===== config.mk =====
export PLATFORM = sky130hd
export DESIGN_NAME = mem_port_arbiter
export DESIGN_NICKNAME = d
export VERILOG_FILES = /design/src/rtl/mem_port_arbiter.sv
export SDC_FILE = /design/constraint.sdc
export NUM_CORES = 1
export LEC_CHECK = 0
export BUFFER_PORTS_ARGS = -buffer_cell sky130_fd_sc_hd__buf_2
export CAP_MARGIN = 20
export CORE_MARGIN = 2
export CORE_UTILIZATION = 30
export CTS_CLUSTER_SIZE = 16
export DETAILED_ROUTE_END_ITERATION = 8
export GPL_TIMING_DRIVEN = 0
export HOLD_SLACK_MARGIN = 0.02
export PLACE_DENSITY = 0.64
export SETUP_SLACK_MARGIN = 0.5
export SLEW_MARGIN = 20
export SYNTH_ARGS = -nofsm -noshare
export SYNTH_HDL_FRONTEND = slang
export SYNTH_SLANG_ARGS = --single-unit

===== constraint.sdc =====
create_clock -name clock -period 4.9 [get_ports clock]
set_clock_uncertainty 0.2 [all_clocks]
set_input_delay 0.735 -clock clock [delete_from_list [all_inputs] [get_ports clock]]
set_output_delay 0.735 -clock clock [all_outputs]
set_load 0.1 [all_outputs]

===== src/rtl/mem_port_arbiter.sv =====
// mem_port_arbiter
//    Shares one memory port between instruction fetch and data access.
//    Arbitrates the two requesters in IDLE, registers the winning request
//    onto the memory bus, waits a variable number of cycles for mem_ack and
//    returns read data with a one-cycle done pulse on the granted port.
//    Misaligned requests and accesses that exceed TIMEOUT wait cycles are
//    aborted and flagged with err.
//
// Ports
//    clock, reset            rising-edge clock, synchronous active-high reset
//    if_req/if_addr          fetch request (always a 32-bit load)
//    if_rdata/if_done        fetched instruction and its completion pulse
//    data_req/data_write     data request, 1 = store
//    data_size               00 byte, 01 half, 10 word, 11 dword
//    data_addr/data_wdata    data address, right-aligned store data
//    data_rdata/data_done    zero-extended load data and its completion pulse
//    err                     qualifies the done pulse: access aborted
//    mem_en/mem_we/mem_size  memory bus control, mem_en high exactly in BUSY
//    mem_addr/mem_wdata      registered address / store data
//    mem_rdata/mem_ack       memory response, ack honoured only in BUSY

module mem_port_arbiter #(
   parameter int unsigned ADDR_W       = 64,
   parameter int unsigned DATA_W       = 64,
   parameter int unsigned TIMEOUT      = 255,
   parameter int unsigned STARVE_LIMIT = 4
) (
   input  logic              clock,
   input  logic              reset,
   input  logic              if_req,
   input  logic [ADDR_W-1:0] if_addr,
   output logic [31:0]       if_rdata,
   output logic              if_done,
   input  logic              data_req,
   input  logic              data_write,
   input  logic [1:0]        data_size,
   input  logic [ADDR_W-1:0] data_addr,
   input  logic [DATA_W-1:0] data_wdata,
   output logic [DATA_W-1:0] data_rdata,
   output logic              data_done,
   output logic              err,
   output logic              mem_en,
   output logic              mem_we,
   output logic [1:0]        mem_size,
   output logic [ADDR_W-1:0] mem_addr,
   output logic [DATA_W-1:0] mem_wdata,
   input  logic [DATA_W-1:0] mem_rdata,
   input  logic              mem_ack
);

   // Timeout counter only needs to reach TIMEOUT-1.
   localparam int unsigned TW = (TIMEOUT > 1) ? $clog2(TIMEOUT) : 1;
   localparam int unsigned SW = $clog2(STARVE_LIMIT + 1);

   typedef enum logic [1:0] {
      IDLE,
      BUSY,
      DONE
   } state_t;

   state_t            state_q;
   state_t            state_d;

   logic [TW-1:0]     tcnt_q;
   logic [SW-1:0]     starve_q;
   logic              grant_if_q;
   logic              err_q;
   logic [DATA_W-1:0] rdata_q;

   logic              any_req;
   logic              grant_data;
   logic [ADDR_W-1:0] win_addr;
   logic [1:0]        win_size;
   logic              win_we;
   logic              win_misaligned;
   logic              starved;
   logic              timeout_hit;

   function automatic logic misaligned(input logic [2:0] lo, input logic [1:0] sz);
      logic m;
      unique case (sz)
         2'b00:   m = 1'b0;
         2'b01:   m = lo[0];
         2'b10:   m = |lo[1:0];
         default: m = |lo;
      endcase
      return m;
   endfunction

   // Keeps the low 8<<sz bits; used to zero-extend load data.
   function automatic logic [DATA_W-1:0] size_mask(input logic [1:0] sz);
      logic [DATA_W-1:0] m;
      m = '0;
      for (int unsigned i = 0; i < DATA_W; i++) begin
         m[i] = (i < (32'd8 << sz));
      end
      return m;
   endfunction

   // Arbitration: data wins unless fetch has been passed over STARVE_LIMIT times.
   always_comb begin
      starved        = if_req && (starve_q == SW'(STARVE_LIMIT));
      any_req        = if_req || data_req;
      grant_data     = data_req && !starved;
      win_addr       = grant_data ? data_addr : if_addr;
      win_size       = grant_data ? data_size : 2'b10;
      win_we         = grant_data ? data_write : 1'b0;
      win_misaligned = misaligned(win_addr[2:0], win_size);
      timeout_hit    = (tcnt_q == TW'(TIMEOUT - 1));
   end

   always_ff @(posedge clock) begin
      if (reset) begin
         state_q <= IDLE;
      end else begin
         state_q <= state_d;
      end
   end

   always_comb begin
      state_d    = state_q;
      mem_en     = 1'b0;
      if_done    = 1'b0;
      data_done  = 1'b0;
      err        = 1'b0;
      if_rdata   = '0;
      data_rdata = '0;
      unique case (state_q)
         IDLE: begin
            if (any_req) begin
               state_d = win_misaligned ? DONE : BUSY;
            end
         end
         BUSY: begin
            mem_en = 1'b1;
            // An ack in the expiry cycle takes priority over the abort.
            if (mem_ack || timeout_hit) begin
               state_d = DONE;
            end
         end
         DONE: begin
            state_d = IDLE;
            err     = err_q;
            if (grant_if_q) begin
               if_done  = 1'b1;
               if_rdata = rdata_q[31:0];
            end else begin
               data_done  = 1'b1;
               data_rdata = rdata_q;
            end
         end
         default: state_d = IDLE;
      endcase
   end

   always_ff @(posedge clock) begin
      if (reset) begin
         tcnt_q     <= '0;
         starve_q   <= '0;
         grant_if_q <= 1'b0;
         err_q      <= 1'b0;
         rdata_q    <= '0;
         mem_we     <= 1'b0;
         mem_size   <= '0;
         mem_addr   <= '0;
         mem_wdata  <= '0;
      end else begin
         unique case (state_q)
            IDLE: begin
               if (any_req) begin
                  grant_if_q <= !grant_data;
                  tcnt_q     <= '0;
                  if (grant_data) begin
                     if (if_req && (starve_q != SW'(STARVE_LIMIT))) begin
                        starve_q <= starve_q + SW'(1);
                     end
                  end else begin
                     starve_q <= '0;
                  end
                  if (win_misaligned) begin
                     err_q   <= 1'b1;
                     rdata_q <= '0;
                  end else begin
                     err_q     <= 1'b0;
                     mem_we    <= win_we;
                     mem_size  <= win_size;
                     mem_addr  <= win_addr;
                     mem_wdata <= grant_data ? data_wdata : '0;
                  end
               end
            end
            BUSY: begin
               if (mem_ack) begin
                  err_q   <= 1'b0;
                  rdata_q <= mem_we ? '0 : (mem_rdata & size_mask(mem_size));
               end else if (timeout_hit) begin
                  err_q   <= 1'b1;
                  rdata_q <= '0;
               end else begin
                  tcnt_q <= tcnt_q + TW'(1);
               end
            end
            default: ;
         endcase
      end
   end

endmodule


==> Yosys cells after proc, flatten, opt, wreduce, memory -nomap -nowiden <==
Index checks and enable logic that the tools add are counted.
{ "totals": {"ff_bits": 210, "latchBits": 0, "mem_bits_rw": 0, "rom_bits": 0, "elab_cells": 148, "n_memories": 0} }
{ "classes": {"addsub": 2, "mul": 0, "div": 0, "order_cmp": 64, "eq_ne": 14, "shifts": 1, "muxes": 36, "bitwise": 2, "n_reduce_logical": 19} }
{ "op_table": {"columns": ["op", "count"], "rows": [
  ["$lt A6 B32 Y1 const A", 32],
  ["$mux W64", 9],
  ["$lt A5 B32 Y1 const A", 16],
  ["$lt A4 B32 Y1 const A", 8],
  ["$lt A3 B32 Y1 const A", 4],
  ["$pmux W64 S2", 1],
  ["$and A64 B64 Y64", 1],
  ["$lt A1 B32 Y1 const A", 2],
  ["$lt A2 B32 Y1 const A", 2],
  ["$mux W32", 2],
  ["$shl A4 B2 Y32 const A", 1],
  ["$mux W8", 3],
  ["$pmux W8 S2", 1],
  ["$mux W1", 11],
  ["$ne A2 B2 Y1 const B", 5],
  ["$reduce_and A3 Y1", 3],
  ["$add A8 B1 Y8 const B", 1],
  ["$eq A8 B8 Y1 const B", 1],
  ["$mux W2", 4],
  ["$reduce_and A4 Y1", 2],
  ["$mux W3", 2],
  ["$ne A3 B3 Y1 const B", 2],
  ["$eq A2 B1 Y1 const B", 2],
  ["$eq A2 B2 Y1 const B", 2],
  ["other kinds (15)", 21]
]} }

==> Longest topological paths before layout <==
Gate-level depths: netlist of run 1.
{ "depth": {"ltp_word": 10, "mapped_depth": 9, "depth_no_buf": 6} }

==> Worst setup path after synthesis of run 1 <==
OpenSTA, ideal clock, no wires.
{ "synth_timing": {"path_kind": "register to output", "start": "register state_q[0]", "end": "output if_rdata[22]", "t_arrival_ns": 2.551, "required_time_ns": 3.965, "setup_slack_ns": 1.414, "path_stages_with_launch": 5, "cell_sequence": "dfxtp_1 buf_2 and3b_1 clkbuf_1 and2_1"} }
{ "synth_between": {"elab_chain_len": 2} }
{ "synth_lines": {"columns": ["item", "line_no", "source"], "rows": [
  ["from (decl)", "61", "state_t state_q;"],
  ["from (signal assigned)", "116", "state_q <= state_d;"],
  ["$eq A2 B2 Y1", "128", "unique case (state_q)"],
  ["$mux W32", "128", null],
  ["to (decl)", "32", "output logic [31:0] if_rdata,"]
]} }
No other way between the ends.

==> Worst setup path in the final report of run 1 <==
{ "layout_timing": {"start": "register state_q[1]", "end": "output data_rdata[50]"} }
{ "layout_between": {"elab_chain_len": 2} }
{ "layout_lines": {"columns": ["item", "line_no", "source"], "rows": [
  ["$eq A2 B2 Y1", "128", null],
  ["$mux W64", "128", null],
  ["to (decl)", "39", "output logic [DATA_W-1:0] data_rdata,"]
]} }
No other way between the ends.

==> impl_metrics.tcl, run 1 <==
set metrics [dict create \
    grt.overflow.total 0 \
    drt-pass1-iter-count 5 \
    hold_buffers 0 \
    clock_latency_ns 0.52 \
    syn-num-nets 1525 \
    worst_pin_slew_ns 0.9073 \
    critPathMaxFanout 10 \
    numClockSinks 210 \
    cts_setup_buffers 0 \
    async_reset_ff_share_pct 0 \
    ys_warn_count 0 \
    maxCapViolations 0 \
    cp_slowest_stage_delay_ns 0.57 \
    grt_max_degree 13 \
    cp-start-kind "flop" \
    total_power_mw 4.779 \
    vias_per_cell 5.091 \
    htree_levels 1 \
    fin_cells 2248 \
    area_growth_pct 36.84 \
    fmax_mhz 259.3 \
    finalSetupViolCount 0 \
    dieArea_mm2 0.03648 \
    dpl_cell_area_mm2 0.01353 \
    gp_congestion 0.8666 \
    grtUsageTotal_pct 21.26 \
    grt_pass1_vias 10980 \
    drt_iter0_drc 660 \
    powerDensity_mw_per_mm2 332.9 \
    drc_errors 0 \
    min_period_ns 3.856 \
    rsz0062_at_grt "no" \
    endpoint_kind "primary output" \
    port_buffers 493 \
    slew_violations 0 \
    yosysMostFrequentCell "dfxtp_1" \
    synth_flop_cell "dfxtp_1" \
    netlist.area_leader.share_pct 40.08 \
    crit_required_ns 3.96 \
    die_w_um 191.0 \
    cpMostUsedCell "clkbuf_1" \
    rows 68 \
    path_cells "nor3b_1 -> clkbuf_1 -> clkbuf_1 -> and2_1 -> buf_2" \
    post_cts_resize_count 0 \
    antenna_cells 0 \
    syn-cell-area_mm2 0.01049 \
    via_count 11450 \
    hold_class "in -> reg" \
    vdd_ir_drop_max_mv 0.2450 \
    grt_pass1_wl_mm 61.56 \
    slew_headroom_pct 39.05 \
    slowest_stage "clkbuf_1" \
    wl_per_cell_um 18.43 \
    syn_inst 1257 \
    synth.avg_cell_area_um2 8.345 \
    antenna_found_initial 1 \
    cts_buffer_depth 3 \
    status "finished clean" \
    tritoncts "built" \
    finalInstanceArea_mm2 0.01436 \
    die_h_um 191.0 \
    cts_buffers 25 \
    ys_ff_latch 210 \
    synth_seq_area_share_pct 40.08 \
    criticalPathCategory "reg -> out" \
    clk_pin_slew_ns 0.06 \
    arrival_ns 2.92 \
    core_mm2 0.03446 \
    initial_core_util_pct 30.44 \
    dp.cells 2205 \
    ios 495 \
    hold_viol_final 0 \
    ys_top_cells_by_count "210 x dfxtp_1, 138 x o21ai_0, 97 x and2_1" \
    tns_ns 0 \
    synthTopCellsByArea "dfxtp_1 40%, o21ai_0 6.6%, mux2_2 6.0%" \
    ctsRootBufferMaster "clkbuf_16" \
    synth_top_area_cell "dfxtp_1" \
    ant_nets 0 \
    wirelength_mm 41.44 \
    power_leakage_nw 6.467 \
    ys_types 50 \
    drive_above_1_share_pct 35.08 \
    synth-edff-count 0 \
    dp_hpwl_mm 32.01 \
    post-route-period-util_pct 78.70 \
    nets 2045 \
]
cell usage in the layout (no fill, tap or decap), types with 3 or more instances in the layout:
cell type  count
a211oi_1       5
a21oi_1       72
a22o_1        66
and2_1        97
and3b_1        4
buf_1          5
buf_2        511
buf_6          9
bufinv_16      3
clkbuf_1      92
clkbuf_16     25
clkbuf_8       4
clkinv_2       9
dfxtp_1      210
ha_1           4
inv_1         63
mux2_1         8
mux2_2        56
mux2i_1        7
nand2_1       78
nand2b_1       9
nand3_1       76
nand3b_1       3
nand4_1        3
nor2_1         7
nor2b_1       72
nor3_1        60
nor3b_1        9
o21ai_0      138
o311ai_0      48
o311ai_1       8
or3_1          3
worst paths after layout:
path / startpoint / endpoint / slack (ns) / cells after the start
setup / recovery: state_q[1] / data_rdata[50] / 1.04 / 5
hold / removal: mem_rdata[0] / rdata_q[0] / 0.22 / 3
setup reg to reg: starve_q[0] / mem_wdata[48] / 2.03 / 9
hold reg to reg: mem_wdata[2] / mem_wdata[2] / 0.26 / 1
per-layer routing:
layer	share of wire, %	vias to the layer above	GRT usage [%]
li1	-	5485	-
met1	42	5424	26.80
met2	49	471	37.12
met3	7.3	63	4.057
met4	2.0	2	5.277
met5	0.027	-	0
state kept, by name (all words and copies together) (netlist names):
register	count
err_q	1
grant_if_q	1
mem_addr	64
mem_size	2
mem_wdata	64
mem_we	1
rdata_q	64
starve_q	3
state_q	2
tcnt_q	8
layout make-up:
cell class / instances / area [um^2]
Sequential cell: 210 / 4204
Inverter: 64 / 240.2
Fill cell: 3534 / 20100
Buffer: 125 / 566.8
Tap cell: 455 / 569.3
Clock buffer: 30 / 684.4
Multi-Input combinational cell: 858 / 5479
Clock inverter: 13 / 143.9
Timing Repair Buffer: 493 / 2467
worst max-delay path, delay by kind of cell, from the launching register on:
kind          cells  cell delay (ns)
buf+inv           3             1.39
simple gates      2             0.53
flops             1             0.47
through the flow:
step	worst slack, ns	hold slack, ns	utilization [%]
detailed placement	1.295	0.2499	39.26
finish	1.044	0.2153	41.66
CTS	0.9781	0.1826	41.66
global route	0.7926	0.2023	41.66
global placement	1.266	0.2518	39.26
floorplan	1.414	0.2391	-
logic make-up after synthesis:
logic type	after synthesis	share of synthesized area, %
flip-flops	210	40.08
adder cells (fa/ha/maj)	4	0.4771
multiplexers	71	7.538
buffers and inverters	189	7.693
AND/OR/NAND/NOR	432	22.54
AO/OA/AOI/OAI	351	21.67
power breakdown:
part,internal [mW],switching [mW]
sequential,1.78,0.0372
combinational,0.262,0.799
clock,1.14,0.761
No activity file was read; power rests on OpenSTA's default activity.
==> inputs of run 2 (changes only) <==
--- a/config.mk
+++ b/config.mk
@@ -13,7 +13,7 @@
 export DETAILED_ROUTE_END_ITERATION = 8
 export GPL_TIMING_DRIVEN = 0
 export HOLD_SLACK_MARGIN = 0.02
-export PLACE_DENSITY = 0.64
+export PLACE_DENSITY = 0.66
 export SETUP_SLACK_MARGIN = 0.5
 export SLEW_MARGIN = 20
 export SYNTH_ARGS = -nofsm -noshare
==> constraint.sdc (replaced) <==
create_clock -name clock -period 3.3 [get_ports clock]
set_clock_uncertainty 0.2 [all_clocks]
set_input_delay 0.495 -clock clock [delete_from_list [all_inputs] [get_ports clock]]
set_output_delay 0.495 -clock clock [all_outputs]
set_load 0.1 [all_outputs]
==> run 2 against run 1 <==
Routed wire length increased by 9.9%. Sequential cell count stayed put. Core utilization grew 6.6 points. Combinational power grew 64%. Worst setup slack worse by 0.51 ns. Global-route usage increased by 2.1 points. Cell count grew 5.9%. Clock-buffer cell count rose by 4. Clock power rose by 45%. Final area rose by 16%.
==> impl_metrics.tcl, run 2 (synthesized netlist as in run 1, its figures left out) <==
set metrics [dict create \
    grt_pass1_wl_mm 67.48 \
    via_count 12340 \
    tritoncts "built" \
    final_cell_mix "416 x buf_2, 209 x dfxtp_1, 138 x o21ai_0, 128 x dlygate4sd3_1, 81 x clkbuf_1" \
    finalInstanceArea_mm2 0.01662 \
    grt_max_degree 13 \
    dpl_cell_area_mm2 0.01353 \
    whs_ns 0.07197 \
    htree_levels 1 \
    multiInputGateArea_mm2 0.005560 \
    cp-start-kind "flop" \
    criticalPathCategory "reg -> out" \
    wl_per_cell_um 19.13 \
    area_growth_pct 58.41 \
    die_w_um 191.0 \
    ctsRootBufferMaster "clkbuf_16" \
    hold_class "in -> reg" \
    drc_errors 0 \
    clk_pin_slew_ns 0.06 \
    endpoint_kind "primary output" \
    seq_area_mm2 0.004205 \
    slew_violations 0 \
    grtUsageTotal_pct 23.37 \
    drt_iter0_drc 728 \
    antenna_found_initial 3 \
    hold_viol_final 0 \
    dieArea_mm2 0.03648 \
    finalSetupViolCount 0 \
    arrival_ns 2.07 \
    status "finished clean" \
    powerDensity_mw_per_mm2 433.3 \
    total_power_mw 7.199 \
    grt.overflow.total 0 \
    worst_pin_slew_ns 0.9165 \
    post-route-period-util_pct 83.91 \
    initial_core_util_pct 30.44 \
    fmax_mhz 361.1 \
    grt_pass1_vias 12250 \
    die_h_um 191.0 \
    power_leakage_nw 7.209 \
    finish.utilization_pct 48.22 \
    clock_latency_ns 0.54 \
    dp_hpwl_mm 32.13 \
    crit_required_ns 2.60 \
    cts_buffers 25 \
    numClockSinks 210 \
    wirelength_mm 45.53 \
    maxCapViolations 0 \
    drt-pass1-iter-count 6 \
    vdd_ir_drop_max_mv 0.3858 \
    core_mm2 0.03446 \
    fillCellCount 3209 \
    rows 68 \
    rsz0062_at_grt "yes" \
    ios 495 \
    cts_buffer_depth 3 \
    critPathMaxFanout 10 \
    min_period_ns 2.769 \
    ant_nets 0 \
    final_common_cell "buf_2" \
    port_buffers 493 \
    gp_congestion 0.8779 \
    vias_per_cell 5.185 \
    drive_above_1_share_pct 34.93 \
    reg.largest.list "mem_addr (64), mem_wdata (64), rdata_q (64)" \
    slew_headroom_pct 38.43 \
    nets 2176 \
]
-- run 2: cell types whose count changed in the layout (fill, tap and decap cells not counted), moves of 5 or more --
cell | before | now
buf_2 | 511 | 416
buf_4 | 2 | 34
clkbuf_4 | 0 | 5
dlygate4sd3_1 | 0 | 128
buf_6 | 9 | 37
and2_4 | 0 | 24
and2_1 | 97 | 72
clkbuf_1 | 92 | 81
buf_12 | 0 | 34
buf_8 | 0 | 10
-- run 2: area by class of cell --
type / instances / share of cell area [%]
buffer: 125 / 3.795
inverter: 64 / 1.446
clock buffer: 34 / 4.209
sequential: 210 / 25.31
antenna: 1 / 0.01506
multi-input combinational: 858 / 33.46
clock inverter: 9 / 0.6174
tap: 455 / 3.426
timing repair buffer: 624 / 27.72
-- run 2: layer usage --
layer	part of all wire [%]	up-vias	wire [um]	track usage (%)
li1	-	5745	-	-
met3	7.7	146	3490	5.416
met1	40	5842	18330	27.76
met2	48	605	21690	39.52
met4	4.4	2	1998	11.45
met5	0.029	-	13	0
-- run 2: path summary, 6_finish.rpt --
path	from	endpoint	slack (ns)	cells past startpoint
max	state_q[0]	data_rdata[13]	0.53	6
min	data_size[0]	mem_size[0]	0.07	2
max reg2reg	starve_q[0]	mem_addr[59]	0.64	8
min reg2reg	mem_wdata[58]	mem_wdata[58]	0.27	1
-- run 2: worst max-delay path, stage by stage, from the launching register on --
cell,delay [ns]
dfxtp_1,0.30
buf_2,0.18
nor3b_4,0.27
buf_8,0.19
clkbuf_4,0.20
and2_2,0.22
buf_12,0.19
-- run 2: what timing repair did --
item	4_1_cts	5_1_grt
setup endpoints to repair	179	140
setup buffers	1	1
hold buffers	128	0
resized for setup	227	88
pin swaps	0	1
cloned	1	0
hold endpoints to repair	128	0
-- run 2: power breakdown --
group	switching [mW]	internal [mW]
clock	1.13	1.63
combinational	1.23	0.510
sequential	0.0615	2.64
total	2.42	4.78
-- run 2: stage by stage --
step	setup WS [ns]	instances	TNS (ns)
2_1_floorplan	0.5480	1257	0
3_3_place_gp	-0.04707	2205	-0.04707
3_5_place_dp	-0.06737	2205	-0.08719
4_1_cts	0.4347	2378	0
5_1_grt	0.4335	2380	0
6_report	0.5309	2380	0
